<file path="src/rtl/rom_dl_sequencer_if.sv">
// HPS ROM download stream (ioctl_*) as seen between hps_io and rom_dl_sequencer.
interface rom_dl_sequencer_if;
   logic        ioctl_download;
   logic        ioctl_wr;
   logic [24:0] ioctl_addr;
   logic [7:0]  ioctl_dout;

   modport master (output ioctl_download, ioctl_wr, ioctl_addr, ioctl_dout);
   modport slave  (input  ioctl_download, ioctl_wr, ioctl_addr, ioctl_dout);
endinterface

</file>
<file path="src/rtl/rom_dl_sequencer.sv">
// Routes the ioctl ROM download into one-hot region writes and owns the core reset.
// Optional checksum check of the whole image is enabled with `define ROM_CHECKSUM_EN.
module rom_dl_sequencer #(
   parameter int         NUM_REGIONS = 4,
   parameter int         SEL_LSB     = 11,
   parameter int         SEL_W       = 3,
   parameter int         EXP_LEN     = 8192,
   parameter int         HOLD_CYCLES = 4096,
   parameter logic [7:0] EXP_SUM     = 8'h00
) (
   input  logic                   clk_sys,
   input  logic                   reset,
   rom_dl_sequencer_if.slave      dl,
   input  logic                   soft_reset,
   output logic [NUM_REGIONS-1:0] rom_wr,
   output logic [SEL_LSB-1:0]     rom_addr,
   output logic [7:0]             rom_data,
   output logic                   core_reset,
   output logic                   dl_done,
   output logic                   dl_error,
   output logic [15:0]            byte_count
);
   localparam int                HCW         = $clog2(HOLD_CYCLES + 1);
   localparam logic [HCW-1:0]    HOLD_RELOAD = HCW'(HOLD_CYCLES - 1);

   typedef enum logic [1:0] {BOOT, LOAD, HOLD, RUN} state_t;

   state_t         state;
   logic [HCW-1:0] hold_cnt;
   logic           range_err;

   logic             load_entry, in_load, acc, hit, range_bad, fall, err_now;
   logic             hi_clear, idx_ok, len_bad, sum_bad;
   logic [SEL_W-1:0] sel_idx;
   logic [15:0]      count_nx;

   function automatic logic [15:0] sat_inc(input logic [15:0] c, input logic inc);
      sat_inc = (inc && c != 16'hFFFF) ? c + 16'd1 : c;
   endfunction

   function automatic logic [NUM_REGIONS-1:0] region_strobe(input logic [SEL_W-1:0] idx);
      region_strobe = NUM_REGIONS'(1) << idx;
   endfunction

`ifdef ROM_CHECKSUM_EN
   logic [7:0] sum_q, sum_nx;
   always_comb begin
      sum_nx  = (load_entry ? 8'h00 : sum_q) + (acc ? dl.ioctl_dout : 8'h00);
      sum_bad = (sum_nx != EXP_SUM);
   end
   always_ff @(posedge clk_sys or posedge reset) begin
      if (reset)        sum_q <= 8'h00;
      else if (in_load) sum_q <= sum_nx;
   end
`else
   logic [7:0] exp_sum_unused;
   assign exp_sum_unused = EXP_SUM;
   assign sum_bad        = 1'b0;
`endif

   // Strobe qualification: the cycle download rises already belongs to the load,
   // and a strobe in the falling cycle is still counted.
   always_comb begin
      load_entry = (state != LOAD) && dl.ioctl_download;
      in_load    = (state == LOAD) || load_entry;
      acc        = in_load && dl.ioctl_wr;
      sel_idx    = dl.ioctl_addr[SEL_LSB +: SEL_W];
      hi_clear   = (dl.ioctl_addr >> (SEL_LSB + SEL_W)) == 25'd0;
      idx_ok     = {{(32-SEL_W){1'b0}}, sel_idx} < 32'(NUM_REGIONS);
      hit        = acc && hi_clear && idx_ok;
      range_bad  = acc && !hit;
      count_nx   = load_entry ? {15'd0, acc} : sat_inc(byte_count, acc);
      fall       = (state == LOAD) && !dl.ioctl_download;
      len_bad    = (count_nx != 16'(EXP_LEN));
      err_now    = len_bad || range_err || range_bad || sum_bad;
   end

   always_ff @(posedge clk_sys or posedge reset) begin
      if (reset) begin
         state      <= BOOT;
         hold_cnt   <= '0;
         range_err  <= 1'b0;
         rom_wr     <= '0;
         rom_addr   <= '0;
         rom_data   <= 8'h00;
         core_reset <= 1'b1;
         dl_done    <= 1'b0;
         dl_error   <= 1'b0;
         byte_count <= 16'd0;
      end else begin
         // Write path: one registered stage, address/data hold between strobes
         rom_wr <= hit ? region_strobe(sel_idx) : '0;
         if (hit) begin
            rom_addr <= dl.ioctl_addr[SEL_LSB-1:0];
            rom_data <= dl.ioctl_dout;
         end
         if (in_load) begin
            byte_count <= count_nx;
            range_err  <= (load_entry ? 1'b0 : range_err) | range_bad;
         end

         if (fall) begin
            if (err_now) begin
               state    <= BOOT;
               dl_error <= 1'b1;
            end else begin
               state    <= HOLD;
               hold_cnt <= HOLD_RELOAD;
            end
         end else if (load_entry) begin
            state      <= LOAD;
            hold_cnt   <= '0;
            dl_error   <= 1'b0;
            dl_done    <= 1'b0;
            core_reset <= 1'b1;
         end else if (state == HOLD) begin
            if (soft_reset) begin
               hold_cnt <= HOLD_RELOAD;
            end else if (hold_cnt == '0) begin
               state      <= RUN;
               core_reset <= 1'b0;
               dl_done    <= 1'b1;
            end else begin
               hold_cnt <= hold_cnt - 1'b1;
            end
         end else if (state == RUN && soft_reset) begin
            state      <= HOLD;
            hold_cnt   <= HOLD_RELOAD;
            core_reset <= 1'b1;
         end
      end
   end
endmodule
</file>
<file path="src/flat_wrapper.sv">
// flat-port wrapper written by rule: the top's interface ports become plain ports
module rom_dl_sequencer_flat 
#(
   parameter int         NUM_REGIONS = 4,
   parameter int         SEL_LSB     = 11,
   parameter int         SEL_W       = 3,
   parameter int         EXP_LEN     = 8192,
   parameter int         HOLD_CYCLES = 4096,
   parameter logic [7:0] EXP_SUM     = 8'h00
)
  (clk_sys, reset, soft_reset, rom_wr, rom_addr, rom_data, core_reset, dl_done, dl_error, byte_count, dl_ioctl_download, dl_ioctl_wr, dl_ioctl_addr, dl_ioctl_dout);
  rom_dl_sequencer_if dl_i ();
  input  logic clk_sys;
  input  logic reset;
  input  logic soft_reset;
  output logic [NUM_REGIONS-1:0] rom_wr;
  output logic [SEL_LSB-1:0] rom_addr;
  output logic [7:0] rom_data;
  output logic core_reset;
  output logic dl_done;
  output logic dl_error;
  output logic [15:0] byte_count;
  input wire logic [$bits(dl_i.ioctl_download)-1:0] dl_ioctl_download;
  input wire logic [$bits(dl_i.ioctl_wr)-1:0] dl_ioctl_wr;
  input wire logic [$bits(dl_i.ioctl_addr)-1:0] dl_ioctl_addr;
  input wire logic [$bits(dl_i.ioctl_dout)-1:0] dl_ioctl_dout;
  assign dl_i.ioctl_download = dl_ioctl_download;
  assign dl_i.ioctl_wr = dl_ioctl_wr;
  assign dl_i.ioctl_addr = dl_ioctl_addr;
  assign dl_i.ioctl_dout = dl_ioctl_dout;
  rom_dl_sequencer #(.NUM_REGIONS(NUM_REGIONS), .SEL_LSB(SEL_LSB), .SEL_W(SEL_W), .EXP_LEN(EXP_LEN), .HOLD_CYCLES(HOLD_CYCLES), .EXP_SUM(EXP_SUM)) u_core (.clk_sys(clk_sys), .reset(reset), .dl(dl_i), .soft_reset(soft_reset), .rom_wr(rom_wr), .rom_addr(rom_addr), .rom_data(rom_data), .core_reset(core_reset), .dl_done(dl_done), .dl_error(dl_error), .byte_count(byte_count));
endmodule
</file>
<file path="config.mk">
export PLATFORM = sky130hd
export DESIGN_NAME = rom_dl_sequencer_flat
export DESIGN_NICKNAME = d
export VERILOG_FILES = /design/src/rtl/rom_dl_sequencer_if.sv /design/src/rtl/rom_dl_sequencer.sv /design/src/flat_wrapper.sv
export SDC_FILE = /design/constraint.sdc
export NUM_CORES = 1
export LEC_CHECK = 0
export BUFFER_PORTS_ARGS = -buffer_cell sky130_fd_sc_hd__buf_2
export CAP_MARGIN = 20
export CORE_MARGIN = 1.5
export CORE_UTILIZATION = 58
export CTS_CLUSTER_SIZE = 30
export DETAILED_ROUTE_END_ITERATION = 10
export PLACE_DENSITY = 0.83
export SLEW_MARGIN = 15
export SYNTH_ARGS = -nofsm -noshare
export SYNTH_HDL_FRONTEND = slang
export SYNTH_SLANG_ARGS = --single-unit
</file>
<file path="constraint.sdc">
create_clock -name clk_sys -period 7.8 [get_ports clk_sys]
set_input_delay 1.17 -clock clk_sys [delete_from_list [all_inputs] [get_ports clk_sys]]
set_output_delay 1.17 -clock clk_sys [all_outputs]
set_load 0.01 [all_outputs]
</file>
==> impl_metrics.yaml, run 1 <==
final_layout:
  fill_cells: 437
  fin_nets: 509
  n_antenna_cell: 0
  final_cell_count_no_fill: 543
  drive_above_1_share_pct: 25.27
  synthToLayoutAreaGrowth_pct: 17.39
critical_path:
  cp_top_family: "simple AND/OR/NAND/NOR gates"
  start_kind: "input pin"
  worstPathCellList: "buf_2, inv_1, ha_1, buf_4, nor2b_1, nand3_1, nor4_1, mux2i_1, nor3_2, a31oi_1, nor2_1, o22a_1"
  crit_type: "in -> reg"
  crit_path_max_fanout: 23
  reg2reg_to: "u_core.hold_cnt[11]$_DFFE_PP0P_"
  critical_path_required_ns: 8.02
  endpoint_kind: "flip-flop"
  critical-path-max-stage-delay_ns: 0.67
  cp.arrival_ns: 4.32
  path_buf_inv: 3
  cp_slowest_cell: "a31oi_1"
  ff2ff_path_depth: 11
  ff2ff_setup_slack_ns: 3.99
  r2r-start: "u_core.state[1]$_DFFE_PP0P_"
grt:
  antenna_found_initial: 0
  track_usage_pct: 28.56
  grt_max_degree: 59
  grt_pass1_vias: 3019
  grt_pass1_wl_um: 14120
  overflow: 0
routing:
  wl_per_cell_um: 15.53
  totalWireLength_um: 8431
  drtPass1Iterations: 5
  via_count: 3268
  routed_via_density: 6.018
  drt-initial-drc-count: 341
  drcViolationCount: 0
  antenna_left: 0
clock_tree:
  postCtsHoldBufs: 0
  clock_latency_ns: 0.33
  cts_tree: "done"
  postCtsSetupRepairBufs: 0
  clockBufferDepth: 2
  cts_num_sinks: 58
  ctsResizeCount: 0
  clk_pin_slew_worst_paths_ns: 0.07
  htreeDepth: 3
  numCtsBuffers: 9
  cts_root_buf: "clkbuf_8"
logic_synthesis:
  synth.largest_area_cell: "dfrtp_1"
  synthTopCellsByCount: "82 x nand2_1, 57 x dfrtp_1, 35 x nor2_1, 28 x o21ai_0, 15 x nand3_1"
  synth-main-ff-cell: "dfrtp_1"
  synth.net_count: 442
  synth_edf_count: 0
  ys_warn_count: 0
  netlist_area_um2: 3417
  async_flop_share_pct: 100.0
  yosys-top-cells-area: "dfrtp_1 42%, nand2_1 9.0%, o21ai_0 4.1%"
  yosys.cell_types.count: 62
  ys_ff_latch: 58
  synth-seq-area-share_pct: 42.51
  synth.avg_cell_area_um2: 8.564
  synth_top_cell_area_share_pct: 41.74
  synthCells: 399
  yosysMostFrequentCell: "nand2_1"
floorplan:
  core_um2: 5608
  initial_core_util_pct: 60.93
  row_count: 27
  die-area_um2: 6361
  die_w_um: 79.76
  dieHeight_um: 79.76
  pin_count: 80
placed_design:
  place_inst: 527
  place_congestion: 0.9624
  io_buffer_count: 79
  post-place-ws_ns: 3.378
  dpl.hpwl_um: 5802
sta:
  period_needed_ns: 4.103
  fin_ws_ns: 3.697
  finalHoldViolations: 0
  fin_skew_ns: 0.004431
  whs_ns: 0.4729
  period_share_pct: 52.60
  finalSetupViolations: 0
  maxSlewHeadroom_pct: 38.90
  tightest_slew_ns: 0.9122
  fmax_mhz: 243.7
  setup_tns_ns: 0
  rsz0062_at_grt: "false"
  slew_violations: 0
worst_hold_path:
  min_to: "u_core.rom_addr[6]$_DFFE_PP0P_"
  worstHoldStart: "u_core.rom_addr[6]$_DFFE_PP0P_"
  holdPathStages: 2
  hp-class: "reg -> reg"
power:
  p_int_mw: 0.6938
  netSwitchingPower_mw: 0.3893
  leakagePower_nw: 1.980
  peakVddDrop_uv: 158.6
  clkPwrFrac_pct: 29.2
  p_sw_share_pct: 35.94
  power_frac_comb_pct: 32.4
  power_density_nw_per_um2: 270.0
  pwr-share-seq_pct: 38.4
run:
  max_cap_viol_count: 0
status:
  status: "finished, final reports clean"
power by group through the flow:
stage          combinational [mW]  sequential [mW]  clock [mW]
6_report                    0.351            0.416       0.317
5_1_grt                     0.395            0.424       0.335
4_1_cts                     0.350            0.414       0.319
3_5_place_dp                0.348            0.419           0
3_3_place_gp                0.337            0.417           0
2_1_floorplan               0.282            0.403           0
stage by stage:
stage | cell area (um^2) | power, mW | utilization [%]
after floorplan | 3417 | 0.6849 | -
after detailed placement | 3782 | 0.7674 | 67.45
after global routing | 4011 | 1.154 | 71.53
after global placement | 3782 | 0.7537 | 67.45
final | 4011 | 1.083 | 71.53
after CTS | 4011 | 1.083 | 71.53
routing by layer:
metal	track usage (%)	wire [um]
met5	0	0
met4	12.07	170
met3	5.486	606
met2	43.47	3831
met1	39.87	3823
kinds of logic (layout without fill, tap and decap cells):
| family | Yosys count | count (layout) | share of synthesized area [%] |
|---|---|---|---|
| and+or+nand+nor | 197 | 197 | 28.85 |
| muxes | 4 | 4 | 1.208 |
| DFF | 58 | 58 | 42.51 |
| buffers and inverters | 40 | 112 | 5.712 |
| AOI/OAI and AO/OA | 93 | 93 | 19.37 |
| xor gates and xnor gates | 2 | 2 | 0.5127 |
| adders and majority gates | 5 | 5 | 1.831 |
placed cells by master, fill, tap and decap left out, types with 5 or more instances in the layout:
cell	Yosys	final
o31ai_1	6	6
nor2_1	35	35
and3_1	7	7
buf_2	3	79
o22a_1	12	12
a31oi_1	11	11
nand2_1	82	82
nand3_1	15	15
nor3_1	10	10
o21ai_0	28	28
ha_1	5	5
clkbuf_8	0	11
nor4_1	6	6
inv_1	14	13
a21oi_1	12	12
dfrtp_1	57	57
nand4_1	7	7
worst max-delay path by stage:
| stage | start | endpoint | slack, ns | cells past startpoint |
|---|---|---|---|---|
| finish | dl_ioctl_download | u_core.hold_cnt[11]$_DFFE_PP0P_ | 3.70 | 12 |
| global route | dl_ioctl_download | u_core.hold_cnt[3]$_DFFE_PP0P_ | 3.33 | 12 |
| CTS | dl_ioctl_download | u_core.hold_cnt[11]$_DFFE_PP0P_ | 3.75 | 12 |
| detailed placement | dl_ioctl_download | u_core.hold_cnt[11]$_DFFE_PP0P_ | 3.38 | 12 |
| global placement | dl_ioctl_download | u_core.hold_cnt[9]$_DFFE_PP0P_ | 3.59 | 12 |
| floorplan | dl_ioctl_download | u_core.hold_cnt[11]$_DFFE_PP0P_ | 4.62 | 11 |
worst register-to-register path: cells and delay by family, from the launching register on:
family	cells	cell delay, ns
AO/OA/AOI/OAI	2	0.90
adder cells (fa/ha/maj)	1	0.19
buffers and inverters	1	0.20
flip-flops	1	0.46
multiplexers	1	0.31
AND/OR/NAND/NOR	6	1.63
final cells by class:
type,instances,area [um^2],share of cell area [%]
clock inverter,4,73.82,1.840
sequential,58,1453,36.21
timing repair buffer,82,417.9,10.42
clock buffer,12,155.1,3.868
tap,72,90.09,2.246
inverter,14,52.55,1.310
multi-input combinational,301,1769,44.10
sequential cells by signal, indices dropped and copies added (netlist names):
register / cells
u_core.byte_count: 16
u_core.core_reset: 1
u_core.dl_done: 1
u_core.dl_error: 1
u_core.hold_cnt: 13
u_core.range_err: 1
u_core.rom_addr: 11
u_core.rom_data: 8
u_core.rom_wr: 4
u_core.state: 2
Power figures use the tool's default switching activity.
==> inputs of run 2 (changes only) <==
Settings changed: ABC_AREA set to 1, CORE_UTILIZATION 58 to 49, PLACE_DENSITY 0.83 to 0.75.
Clock period 7.8 ns to 3.7 ns, I/O delays scaled along.
==> run 2 against run 1 <==
  * Critical path depth grew 3
  * First-iteration DRC count decreased by 28%
  * Synthesized area is 0.55% higher
  * Register-to-register slack got worse by 3.0 ns
  * Critical path type is now reg -> reg
==> impl_metrics.yaml, run 2 <==
grt:
  grt_pass1_vias: 3072
  track_usage_pct: 23.10
  overflow: 0
  grt_pass1_wl_um: 13560
  antenna_found_initial: 0
  grt_max_degree: 41
logic_synthesis:
  netlist_area_um2: 3436
  ys_warn_count: 0
  synth_top_cell_area_share_pct: 41.51
  yosysMostFrequentCell: "nand2_1"
  synth.avg_cell_area_um2: 7.585
  synth-main-ff-cell: "dfrtp_1"
  synth.net_count: 496
  synth.largest_area_cell: "dfrtp_1"
  synthTopCellsByCount: "128 x nand2_1, 57 x dfrtp_1, 47 x inv_1, 46 x nor2_1, 42 x nand3_1"
  yosys-top-cells-area: "dfrtp_1 42%, nand2_1 14%, mux2_2 6.2%"
  ys_ff_latch: 58
  synth_edf_count: 0
  synth-seq-area-share_pct: 42.28
  yosys.cell_types.count: 34
  async_flop_share_pct: 100.0
  synthCells: 453
routing:
  routed_via_density: 5.136
  drtPass1Iterations: 4
  drt-initial-drc-count: 247
  via_count: 3251
  totalWireLength_um: 7919
  antenna_left: 0
  wl_per_cell_um: 12.51
  drcViolationCount: 0
clock_tree:
  clk_pin_slew_worst_paths_ns: 0.08
  cts_num_sinks: 58
  numCtsBuffers: 9
  ctsResizeCount: 0
  postCtsHoldBufs: 0
  clockBufferDepth: 2
  cts_tree: "done"
  cts_root_buf: "clkbuf_8"
  clock_latency_ns: 0.35
  postCtsSetupRepairBufs: 0
  htreeDepth: 3
placed_design:
  io_buffer_count: 79
  place_inst: 617
  place_congestion: 0.8725
  dpl.hpwl_um: 5680
final_layout:
  final_common_cell: "nand2_1"
  synthToLayoutAreaGrowth_pct: 19.74
  n_antenna_cell: 0
  regMostFlops: "u_core.byte_count"
  fill_cells: 624
  multi_input_area_um2: 1699
  largest_register_ffs: 16
  most-common-layout-cells: "128 x nand2_1, 79 x buf_2, 57 x dfrtp_1"
  final-seq-area_um2: 1453
  fin_nets: 575
  drive_above_1_share_pct: 25.88
  largestRegisters: "u_core.byte_count: 16 flops, u_core.hold_cnt: 13 flops, u_core.rom_addr: 11 flops"
  final_cell_count_no_fill: 633
run:
  max_cap_viol_count: 0
power:
  leakagePower_nw: 2.226
  peakVddDrop_uv: 359.0
  p_total_mw: 2.409
  power_density_nw_per_um2: 585.6
sta:
  fin_skew_ns: 0.01681
  rsz0062_at_grt: "false"
  finalSetupViolations: 0
  slew_violations: 0
  fmax_mhz: 362.9
  finalHoldViolations: 0
  tightest_slew_ns: 0.8532
  period_needed_ns: 2.756
  maxSlewHeadroom_pct: 43.04
  period_share_pct: 74.48
  setup_tns_ns: 0
critical_path:
  crit_path_max_fanout: 21
  cp.arrival_ns: 2.99
  cp.depth: 15
  crit_start: "u_core.state[1]$_DFFE_PP0P_"
  critical_path_required_ns: 3.94
  worstPathCellList: "nor2_1, inv_1, ha_1, inv_1, nand2_1, nand3b_1, nand2_1, nor2_1, nand2_1, nor2_1, nand2_1, nand2_4, nand2_4, nand2_1, nand2_1"
  r2r-start: "u_core.state[1]$_DFFE_PP0P_"
  critical-path-max-stage-delay_ns: 0.51
  start_kind: "flip-flop"
  cp_slowest_cell: "inv_1"
  path_common_cell: "nand2_1"
  cp_top_family: "simple AND/OR/NAND/NOR gates"
  crit_type: "reg -> reg"
  path_buf_inv: 2
  ff2ff_path_depth: 15
  endpoint_kind: "flip-flop"
floorplan:
  die_w_um: 86.74
  initial_core_util_pct: 50.57
  core_um2: 6794
  die-area_um2: 7523
  pin_count: 80
  dieHeight_um: 86.74
  row_count: 30
worst_hold_path:
  hp-class: "in -> async"
status:
  status: "finished, final reports clean"
-- run 2: changes by cell type in the layout (fill, tap and decap cells not counted), sizes merged, moves of 5 or more --
cell   before  now
and3        8    0
nor3       13    5
nand2      83  137
nand3      16   43
mux2        1   19
o31ai       6    0
nor2       35   51
o22a       12    0
a31oi      11    3
nor3b       5    0
inv        14   51
nor4        6    0
-- run 2: layout make-up --
class | instances | area share [%]
inverter | 51 | 4.653
timing repair buffer | 83 | 10.34
sequential | 58 | 35.31
multi-input combinational | 329 | 41.30
clock buffer | 9 | 3.011
tap | 96 | 2.920
clock inverter | 7 | 2.463
-- run 2: routing by layer --
metal / track usage (%) / up-vias / wire length [um]
met1: 28.80 / 1515 / 3435
met4: 9.824 / 0 / 151
met3: 6.667 / 17 / 522
met5: 0 / - / 0
li1: - / 1617 / -
met2: 37.50 / 102 / 3809
-- run 2: logic make-up after synthesis --
| kind of cell | count (synthesis) | synth area share (%) |
|---|---|---|
| AOI/OAI and AO/OA | 49 | 7.502 |
| xor gates and xnor gates | 8 | 2.039 |
| adders and majority gates | 5 | 1.821 |
| buffers and inverters | 66 | 8.266 |
| DFF | 58 | 42.28 |
| muxes | 19 | 6.227 |
| and+or+nand+nor | 248 | 31.86 |
-- run 2: metrics by stage --
stage / hold WS [ns] / setup WS [ns] / cell area [um^2] / utilization (%)
after detailed placement: 0.4611 / 0.8779 / 3889 / 57.24
after CTS: 0.3884 / 0.9533 / 4114 / 60.55
after global placement: 0.4583 / 0.9539 / 3889 / 57.24
after floorplan: 0.4419 / 1.291 / 3436 / -
after global routing: 0.3897 / 0.5693 / 4114 / 60.55
final: 0.3829 / 0.9443 / 4114 / 60.55
-- run 2: final timing paths --
kind                                                  end  slack, ns
min in group clk_sys           u_core.rom_wr[0]$_DFF_PP0_       0.40
setup reg to reg           u_core.hold_cnt[1]$_DFFE_PP0P_       0.94
hold reg to reg            u_core.hold_cnt[8]$_DFFE_PP0P_       0.48
hold / removal             u_core.hold_cnt[7]$_DFFE_PP0P_       0.38
setup / recovery           u_core.hold_cnt[1]$_DFFE_PP0P_       0.94
max in group asynchronous  u_core.rom_data[4]$_DFFE_PP0P_       2.57
-- run 2: power by group --
part,total [mW],internal (mW),switching (mW)
Sequential,0.898,0.763,0.136
Clock,0.668,0.383,0.285
Combinational,0.842,0.307,0.536
